$ cat config.mk
export PLATFORM = sky130hd
export DESIGN_NAME = hc08_tester
export DESIGN_NICKNAME = d
export VERILOG_FILES = /design/src/rtl/hc08_tester.sv
export SDC_FILE = /design/constraint.sdc
export NUM_CORES = 1
export LEC_CHECK = 0
export CAP_MARGIN = 5
export CORE_ASPECT_RATIO = 2
export CORE_MARGIN = 4
export CORE_UTILIZATION = 39
export DETAILED_ROUTE_END_ITERATION = 12
export SETUP_SLACK_MARGIN = 0.2
export SYNTH_ARGS = -nofsm -noshare
export SYNTH_HDL_FRONTEND = slang
export SYNTH_SLANG_ARGS = --single-unit
$ cat constraint.sdc
create_clock -name clk -period 4.1 [get_ports clk]
set_clock_uncertainty 0.2 [all_clocks]
set_input_delay 0.615 -clock clk [delete_from_list [all_inputs] [get_ports clk]]
set_output_delay 0.615 -clock clk [all_outputs]
set_load 0.005 [all_outputs]
$ cat src/rtl/hc08_tester.sv
// Sequential stimulus generator / response checker for 74HC08-style AND gates.
// Optional crosstalk vectors enabled by defining HC08_TESTER_XTALK_EN.
module hc08_tester #(
    parameter int unsigned GATES  = 4,
    parameter int unsigned SETTLE = 3
) (
    input  logic             clk,
    input  logic             rst,
    input  logic             start,
    input  logic [GATES-1:0] sense_y,
    output logic [GATES-1:0] drv_a,
    output logic [GATES-1:0] drv_b,
    output logic             busy,
    output logic             done,
    output logic             pass,
    output logic [GATES-1:0] fail_mask,
    output logic [7:0]       err_count
);

`ifdef HC08_TESTER_XTALK_EN
    localparam int unsigned NV    = 4 + GATES;
    localparam int unsigned IDX_W = $clog2(NV);
`else
    localparam int unsigned NV    = 4;
    localparam int unsigned IDX_W = 2;
`endif
    localparam logic [8:0]       WAIT_LAST = 9'(SETTLE + 1);
    localparam logic [IDX_W-1:0] IDX_LAST  = IDX_W'(NV - 1);

    typedef enum logic [2:0] {
        S_IDLE,
        S_DRIVE,
        S_WAIT,
        S_SAMPLE,
        S_DONE
    } state_t;

    state_t             state_q, state_d;
    logic [IDX_W-1:0]   idx_q, idx_d;
    logic [8:0]         wait_q, wait_d;
    logic [GATES-1:0]   drv_a_q, drv_a_d;
    logic [GATES-1:0]   drv_b_q, drv_b_d;
    logic               pass_q, pass_d;
    logic [GATES-1:0]   fail_q, fail_d;
    logic [7:0]         err_q, err_d;
    logic [GATES-1:0]   sync1_q, sy_q;

    logic [2*GATES-1:0] cur_vec, nxt_vec;
    logic [GATES-1:0]   mism;
    logic [3:0]         ecnt;
    logic [8:0]         esum;
    logic [7:0]         esat;

    // Packs {drv_a, drv_b} for vector v; expected output is the AND of the halves.
    function automatic logic [2*GATES-1:0] vec_ab(input logic [IDX_W-1:0] v);
`ifdef HC08_TESTER_XTALK_EN
        if (int'(v) >= 4) return {2{GATES'(1) << (int'(v) - 4)}};
`endif
        return {{GATES{v[1]}}, {GATES{v[0]}}};
    endfunction

    always_ff @(posedge clk) begin
        if (rst) begin
            state_q <= S_IDLE;
            idx_q   <= '0;
            wait_q  <= '0;
            drv_a_q <= '0;
            drv_b_q <= '0;
            pass_q  <= 1'b0;
            fail_q  <= '0;
            err_q   <= '0;
            sync1_q <= '0;
            sy_q    <= '0;
        end else begin
            state_q <= state_d;
            idx_q   <= idx_d;
            wait_q  <= wait_d;
            drv_a_q <= drv_a_d;
            drv_b_q <= drv_b_d;
            pass_q  <= pass_d;
            fail_q  <= fail_d;
            err_q   <= err_d;
            sync1_q <= sense_y;
            sy_q    <= sync1_q;
        end
    end

    always_comb begin
        state_d = state_q;
        idx_d   = idx_q;
        wait_d  = wait_q;
        drv_a_d = drv_a_q;
        drv_b_d = drv_b_q;
        pass_d  = pass_q;
        fail_d  = fail_q;
        err_d   = err_q;

        cur_vec = vec_ab(idx_q);
        nxt_vec = vec_ab(idx_q + IDX_W'(1));
        mism    = sy_q ^ (cur_vec[2*GATES-1:GATES] & cur_vec[GATES-1:0]);
        ecnt    = '0;
        for (int unsigned i = 0; i < GATES; i++) begin
            ecnt = ecnt + 4'(mism[i]);
        end
        esum = {1'b0, err_q} + 9'(ecnt);
        esat = esum[8] ? 8'hFF : esum[7:0];

        unique case (state_q)
            S_IDLE: begin
                if (start) begin
                    state_d = S_DRIVE;
                    idx_d   = '0;
                    fail_d  = '0;
                    err_d   = '0;
                    pass_d  = 1'b0;
                    drv_a_d = '0;
                    drv_b_d = '0;
                end
            end
            S_DRIVE: begin
                wait_d  = '0;
                state_d = S_WAIT;
            end
            S_WAIT: begin
                if (wait_q == WAIT_LAST) state_d = S_SAMPLE;
                else                     wait_d  = wait_q + 9'd1;
            end
            S_SAMPLE: begin
                fail_d = fail_q | mism;
                err_d  = esat;
                if (idx_q == IDX_LAST) begin
                    state_d = S_DONE;
                    drv_a_d = '0;
                    drv_b_d = '0;
                    pass_d  = (esat == 8'd0);
                end else begin
                    state_d = S_DRIVE;
                    idx_d   = idx_q + IDX_W'(1);
                    drv_a_d = nxt_vec[2*GATES-1:GATES];
                    drv_b_d = nxt_vec[GATES-1:0];
                end
            end
            S_DONE:  state_d = S_IDLE;
            default: state_d = S_IDLE;
        endcase
    end

    always_comb begin
        busy = (state_q == S_DRIVE) || (state_q == S_WAIT) || (state_q == S_SAMPLE);
        done = (state_q == S_DONE);
    end

    assign drv_a     = drv_a_q;
    assign drv_b     = drv_b_q;
    assign pass      = pass_q;
    assign fail_mask = fail_q;
    assign err_count = err_q;

endmodule
==> impl_metrics.env, run 1 <==
export IMPL_root_buffer="clkbuf_8"
export IMPL_track_usage=0.147
export IMPL_hold_viol_final=0
export IMPL_die_area_sq_mm=0.00600
export IMPL_synthMuxAreaShare=0.00809
export IMPL_r2r_slack_ps=750
export IMPL_hold_path_startpoint="sync1_q[1]"
export IMPL_die_w_um=56.8
export IMPL_final_area_sq_mm=0.00221
export IMPL_cts_hold_buffers=0
export IMPL_hold_class="flip-flop to flip-flop"
export IMPL_timing_rr_start="idx_q[0]"
export IMPL_insertion_delay_ps=290
export IMPL_r2r_cells=9
export IMPL_avgSynthCellArea_sq_um=8.88
export IMPL_rsz0062_at_grt="false"
export IMPL_gp_congestion=0.820
export IMPL_initial_core_util=0.404
export IMPL_critical_path_class="flip-flop to flip-flop"
export IMPL_start_kind="flip-flop"
export IMPL_routed_wl_um=4150
export IMPL_die_y_um=106
export IMPL_max_freq_mhz=299
export IMPL_grt_overflow_total=0
export IMPL_diodes=0
export IMPL_cts_tree="done"
export IMPL_hold_depth=1
export IMPL_yosys_area_share_adder=0.0593
export IMPL_cp_slowest_cell="fa_1"
export IMPL_synth_top_family_by_area="simple AND/OR/NAND/NOR gates"
export IMPL_cap_viol_max_count=0
export IMPL_place_port_buffers=29
export IMPL_layout_commonest_cell="dfxtp_1"
export IMPL_grt_antenna_before_repair=0
export IMPL_relSlewSlack=0.561
export IMPL_ir_drop_v=0.000229
export IMPL_startpoint="idx_q[0]"
export IMPL_synth_ff_type="dfxtp_1"
export IMPL_cts_buffer_depth=2
export IMPL_ios=30
export IMPL_syn_area_sq_mm=0.00186
export IMPL_drcViolationCount=0
export IMPL_dr_pass1_iters=4
export IMPL_antenna_left=0
export IMPL_cpPeakStageDelay_ps=480
export IMPL_drive_gt1_frac=0.0524
export IMPL_synthArstFlopShare=0
export IMPL_cp_required_ps=4100
export IMPL_setup_viol=0
export IMPL_cts_buffers=5
export IMPL_grt_pass1_wl_um=6880
export IMPL_synth_edf_count=0
export IMPL_rows=35
export IMPL_synth_cell_types=50
export IMPL_path_cells="ha_1 -> xnor2_1 -> fa_1 -> fa_1 -> inv_1 -> fa_1 -> nor4b_1 -> o311ai_1 -> o31ai_1"
export IMPL_final_nets=244
export IMPL_cp_arrival_ps=3350
export IMPL_drt_iter0_drc=29
export IMPL_synth_net_count=223
export IMPL_layout_common_cells="37 x dfxtp_1, 29 x clkdlybuf4s50_1, 25 x nor2_1"
export IMPL_period_minus_slack_ps=3350
export IMPL_post_drt_via_cell_ratio=5.33
export IMPL_synth_compound_area_frac=0.166
export IMPL_core_sq_mm=0.00460
export IMPL_grt_max_degree=19
export IMPL_hpwl_um=3110
export IMPL_drv_slew=0
export IMPL_min_to="sy_q[1]"
export IMPL_timing_setup_tns_ps=0
export IMPL_vias=1513
export IMPL_period_share=0.816
export IMPL_syn_inst=209
export IMPL_status="finished, final reports clean"
export IMPL_p_leak_nw=0.843
export IMPL_ys_ff_latch=37
export IMPL_synth_simple_area_share=0.251
export IMPL_dpl_cell_area_sq_mm=0.00213
export IMPL_cts_resized=0
export IMPL_wire_per_inst_um=14.6
export IMPL_worst_slew_pin_slew_ps=657
export IMPL_path_max_fanout=8
export IMPL_htreeDepth=2
export IMPL_power_density_mw_per_mm2=312
export IMPL_synthToLayoutAreaGrowth_pct=18.9
export IMPL_grt_pass1_vias=1483
export IMPL_end_kind="flip-flop"
export IMPL_clock_sinks=37
export IMPL_r2r_end="pass"
export IMPL_fillers=455
export IMPL_yosys_warnings=0
export IMPL_cp_common_cell="fa_1"
export IMPL_yosys_area_share_xor_xnor=0.0519
export IMPL_path_clk_slew_ps=70
export IMPL_cts_setup_buffers=0
export IMPL_synth_seq_area_share=0.399
==> layout make-up <==
| cell class | count | area (sq um) | share of cell area |
|---|---|---|---|
| multi-input cells | 148 | 996 | 0.451 |
| well taps | 55 | 68.8 | 0.0312 |
| flip-flops and latches | 37 | 741 | 0.336 |
| repair buffers | 30 | 298 | 0.135 |
| inverters | 8 | 30.0 | 0.0136 |
| clock inverters | 1 | 5.00 | 0.00227 |
| clock buffers | 5 | 68.8 | 0.0312 |
==> logic make-up after synthesis <==
family	after synthesis
muxes	1
DFF	37
and+or+nand+nor	84
AOI/OAI and AO/OA	45
buffers and inverters	24
adders and majority gates	7
xor gates and xnor gates	11
==> flip-flops by register name, indices dropped and copies added, names as in the netlist <==
register / count
drv_a: 1
drv_b: 1
err_count: 8
fail_mask: 4
idx_q: 2
pass: 1
state_q: 3
sy_q: 4
sync1_q: 4
wait_q: 9
==> Yosys cell counts (2+ instances only) <==
cell	number	share of area
nor3b_1	2	0.0081
nand3b_1	2	0.0081
ha_1	4	0.027
a31oi_1	2	0.0067
and2_1	2	0.0067
a22oi_1	3	0.012
o21ba_1	4	0.022
nand3_1	4	0.011
fa_1	3	0.032
dfxtp_1	37	0.40
nor2b_1	12	0.040
nor4b_1	2	0.0094
a21oi_1	12	0.032
buf_4	7	0.028
o31ai_1	2	0.0081
a311oi_1	2	0.0094
buf_2	3	0.0081
nand2_1	12	0.024
clkbuf_1	5	0.010
nand2b_1	4	0.013
o21ai_0	5	0.013
o21ai_1	5	0.013
xor2_1	6	0.028
xnor2_1	5	0.024
inv_1	8	0.016
nor2_1	25	0.051
nand4_1	2	0.0067
nor3_1	7	0.019
==> report_power, final <==
part | switching, mW | leakage, nW | total (mW) | internal [mW]
logic | 0.0403 | 0.503 | 0.0758 | 0.0355
clock network | 0.125 | 0.0399 | 0.237 | 0.112
registers | 0.00885 | 0.300 | 0.376 | 0.367
==> worst max-delay path by stage <==
stage,end,cells past startpoint
final,pass,9
after global routing,pass,9
after CTS,pass,9
after detailed placement,pass,9
after global placement,pass,9
after floorplan,pass,10
==> critical path: cells and delay by family, from the launching register on <==
| kind | cells | cell delay (ps) |
|---|---|---|
| flops | 1 | 320 |
| buf+inv | 1 | 80 |
| compound gates | 2 | 390 |
| fa+ha+maj | 4 | 1670 |
| xor+xnor | 1 | 300 |
| simple gates | 1 | 300 |
==> layer usage <==
layer	GRT usage	vias up	wire length, um	share of wire
li1	-	758	-	-
met1	0.145	707	1540	0.37
met2	0.278	37	2340	0.56
met3	0.0257	11	131	0.032
met4	0.0779	0	141	0.034
met5	0	-	0	0
==> metrics by stage <==
step | std cells | util | worst slack (ps) | total power [mW] | hold WS [ps]
floorplan | 209 | - | 966 | 0.435 | 214
global placement | 278 | 0.464 | 832 | 0.461 | 226
detailed placement | 278 | 0.464 | 796 | 0.460 | 222
CTS | 284 | 0.480 | 765 | 0.702 | 239
global route | 284 | 0.480 | 502 | 0.721 | 257
finish | 284 | 0.480 | 753 | 0.688 | 236
No activity file was read; power rests on OpenSTA's default activity.
==> run 2: changes to the inputs <==
- clock period: 4.1 -> 2.97 ns (I/O delays scaled with it)
==> run 2 against run 1 <==
- cell area grew 10%
- critical path depth increased by 2
- core utilization increased by 4.8 points
- combinational power rose by 48%
- sequential share of layout area decreased by 3.0 points
- worst setup slack got worse by 680 ps
- highest routed layer unchanged
- total power is 69% higher
- sequential power increased by 38%
==> impl_metrics.env, run 2 (synthesis results as in run 1) <==
export IMPL_fin_util=0.528
export IMPL_start_kind="flip-flop"
export IMPL_insertion_delay_ps=290
export IMPL_rsz0062_at_grt="true"
export IMPL_hold_viol_final=0
export IMPL_grt_pass1_vias=1587
export IMPL_initial_core_util=0.404
export IMPL_dr_pass1_iters=4
export IMPL_layout_commonest_cell="dfxtp_1"
export IMPL_power_mw=1.16
export IMPL_end_kind="flip-flop"
export IMPL_path_clk_slew_ps=80
export IMPL_worst_path_buf_inv=1
export IMPL_cts_buffer_depth=2
export IMPL_worst_slew_pin_slew_ps=514
export IMPL_gp_congestion=0.778
export IMPL_grt_busiest_layer="met2"
export IMPL_die_y_um=106
export IMPL_ios=30
export IMPL_path_cells="ha_4 -> xnor2_2 -> fa_1 -> fa_2 -> inv_2 -> fa_2 -> nand2_2 -> or3_4 -> o21ai_1 -> nand2_1 -> a21oi_1"
export IMPL_post_drt_via_cell_ratio=5.21
export IMPL_grt_pass1_wl_um=7350
export IMPL_ir_drop_v=0.000435
export IMPL_met1_usage=0.153
export IMPL_final_nets=253
export IMPL_track_usage=0.155
export IMPL_routed_wl_um=4270
export IMPL_relSlewSlack=0.655
export IMPL_rows=35
export IMPL_hpwl_um=3130
export IMPL_place_port_buffers=29
export IMPL_cp_arrival_ps=2920
export IMPL_layout_common_cells="36 x dfxtp_1, 29 x clkdlybuf4s50_1, 24 x nor2_1, 12 x nor2b_1, 12 x a21oi_1"
export IMPL_clock_sinks=37
export IMPL_largest_reg_flops=9
export IMPL_grt_antenna_before_repair=0
export IMPL_cp_slowest_cell="fa_1"
export IMPL_grt_use_met3=0.0282
export IMPL_hold_class="flip-flop to flip-flop"
export IMPL_htreeDepth=2
export IMPL_cpPeakStageDelay_ps=460
export IMPL_cp_required_ps=3000
export IMPL_path_max_fanout=3
export IMPL_drcViolationCount=0
export IMPL_period_minus_slack_ps=2900
export IMPL_antenna_left=0
export IMPL_status="finished, final reports clean"
export IMPL_cap_viol_max_count=0
export IMPL_grt_overflow_total=0
export IMPL_grt_max_degree=28
export IMPL_wire_per_inst_um=14.5
export IMPL_p_leak_nw=0.934
export IMPL_core_sq_mm=0.00460
export IMPL_cp_common_cell="fa_2"
export IMPL_dpl_worst_slack_ps=21.8
export IMPL_vias=1538
export IMPL_drt_iter0_drc=27
export IMPL_top_register="wait_q"
export IMPL_root_buffer="clkbuf_8"
export IMPL_synthToLayoutAreaGrowth_pct=30.9
export IMPL_use_met2=0.305
export IMPL_setup_viol=0
export IMPL_power_density_mw_per_mm2=479
export IMPL_fin_ws_ps=74.0
export IMPL_critical_path_class="flip-flop to flip-flop"
export IMPL_cts_tree="done"
export IMPL_drv_slew=0
export IMPL_diodes=0
export IMPL_max_freq_mhz=345
export IMPL_drive_gt1_frac=0.154
export IMPL_period_share=0.975
export IMPL_crit_family="adder cells"
export IMPL_die_area_sq_mm=0.00600
export IMPL_cts_buffers=5
export IMPL_die_w_um=56.8
## run 2: cell count changes in the layout (fill, tap and decap cells not counted), sizes merged
cell and change:
buf +9, bufinv +2, clkinv -1, inv +1
## run 2: final cells by class
| type | count | area, sq um |
|---|---|---|
| Fill cell | 444 | 2170 |
| Multi-Input combinational cell | 148 | 1090 |
| Sequential cell | 37 | 742 |
| Timing Repair Buffer | 39 | 365 |
| Clock buffer | 5 | 68.8 |
| Clock inverter | 3 | 68.8 |
| Tap cell | 55 | 68.8 |
| Inverter | 8 | 30.0 |
## run 2: final timing paths
path	from	endpoint	slack, ps	cells past startpoint
max reg2reg	idx_q[1]	err_count[3]	70	11
max	idx_q[1]	err_count[3]	70	11
min	sync1_q[3]	sy_q[3]	240	1
min reg2reg	sync1_q[3]	sy_q[3]	240	1
## run 2: per-layer routing
metal	up-vias	routed length [um]
met1	732	1560
met4	0	79
met5	-	0
li1	777	-
met3	6	115
met2	23	2510
## run 2: through the flow
step           hold slack, ps  cells  setup TNS, ps  area, sq um
6_report                  239    295              0         2430
5_1_grt                   265    295           -380         2430
4_1_cts                   241    295              0         2420
3_3_place_gp              218    283              0         2230
3_5_place_dp              221    283              0         2230
2_1_floorplan             214    209              0         1930
## run 2: worst register-to-register path: cells and delay by family (launching register included)
family	cells	cell delay [ps]
flops	1	380
compound gates	2	240
fa+ha+maj	4	1250
buf+inv	1	60
xor+xnor	1	140
simple gates	3	560
## run 2: power by group
part           internal, mW  leakage, nW  switching, mW
logic                0.0548        0.564         0.0569
registers             0.506        0.301         0.0123
clock network         0.338       0.0687          0.195
total                 0.899        0.934          0.264
## run 2: what timing repair did
| action | CTS | global route |
|---|---|---|
| pin swaps | 2 | 1 |
| buffers inserted | 4 | 0 |
| resized for setup | 2 | 2 |
| setup endpoints to repair | 9 | 9 |
| hold buffers | 0 | 0 |
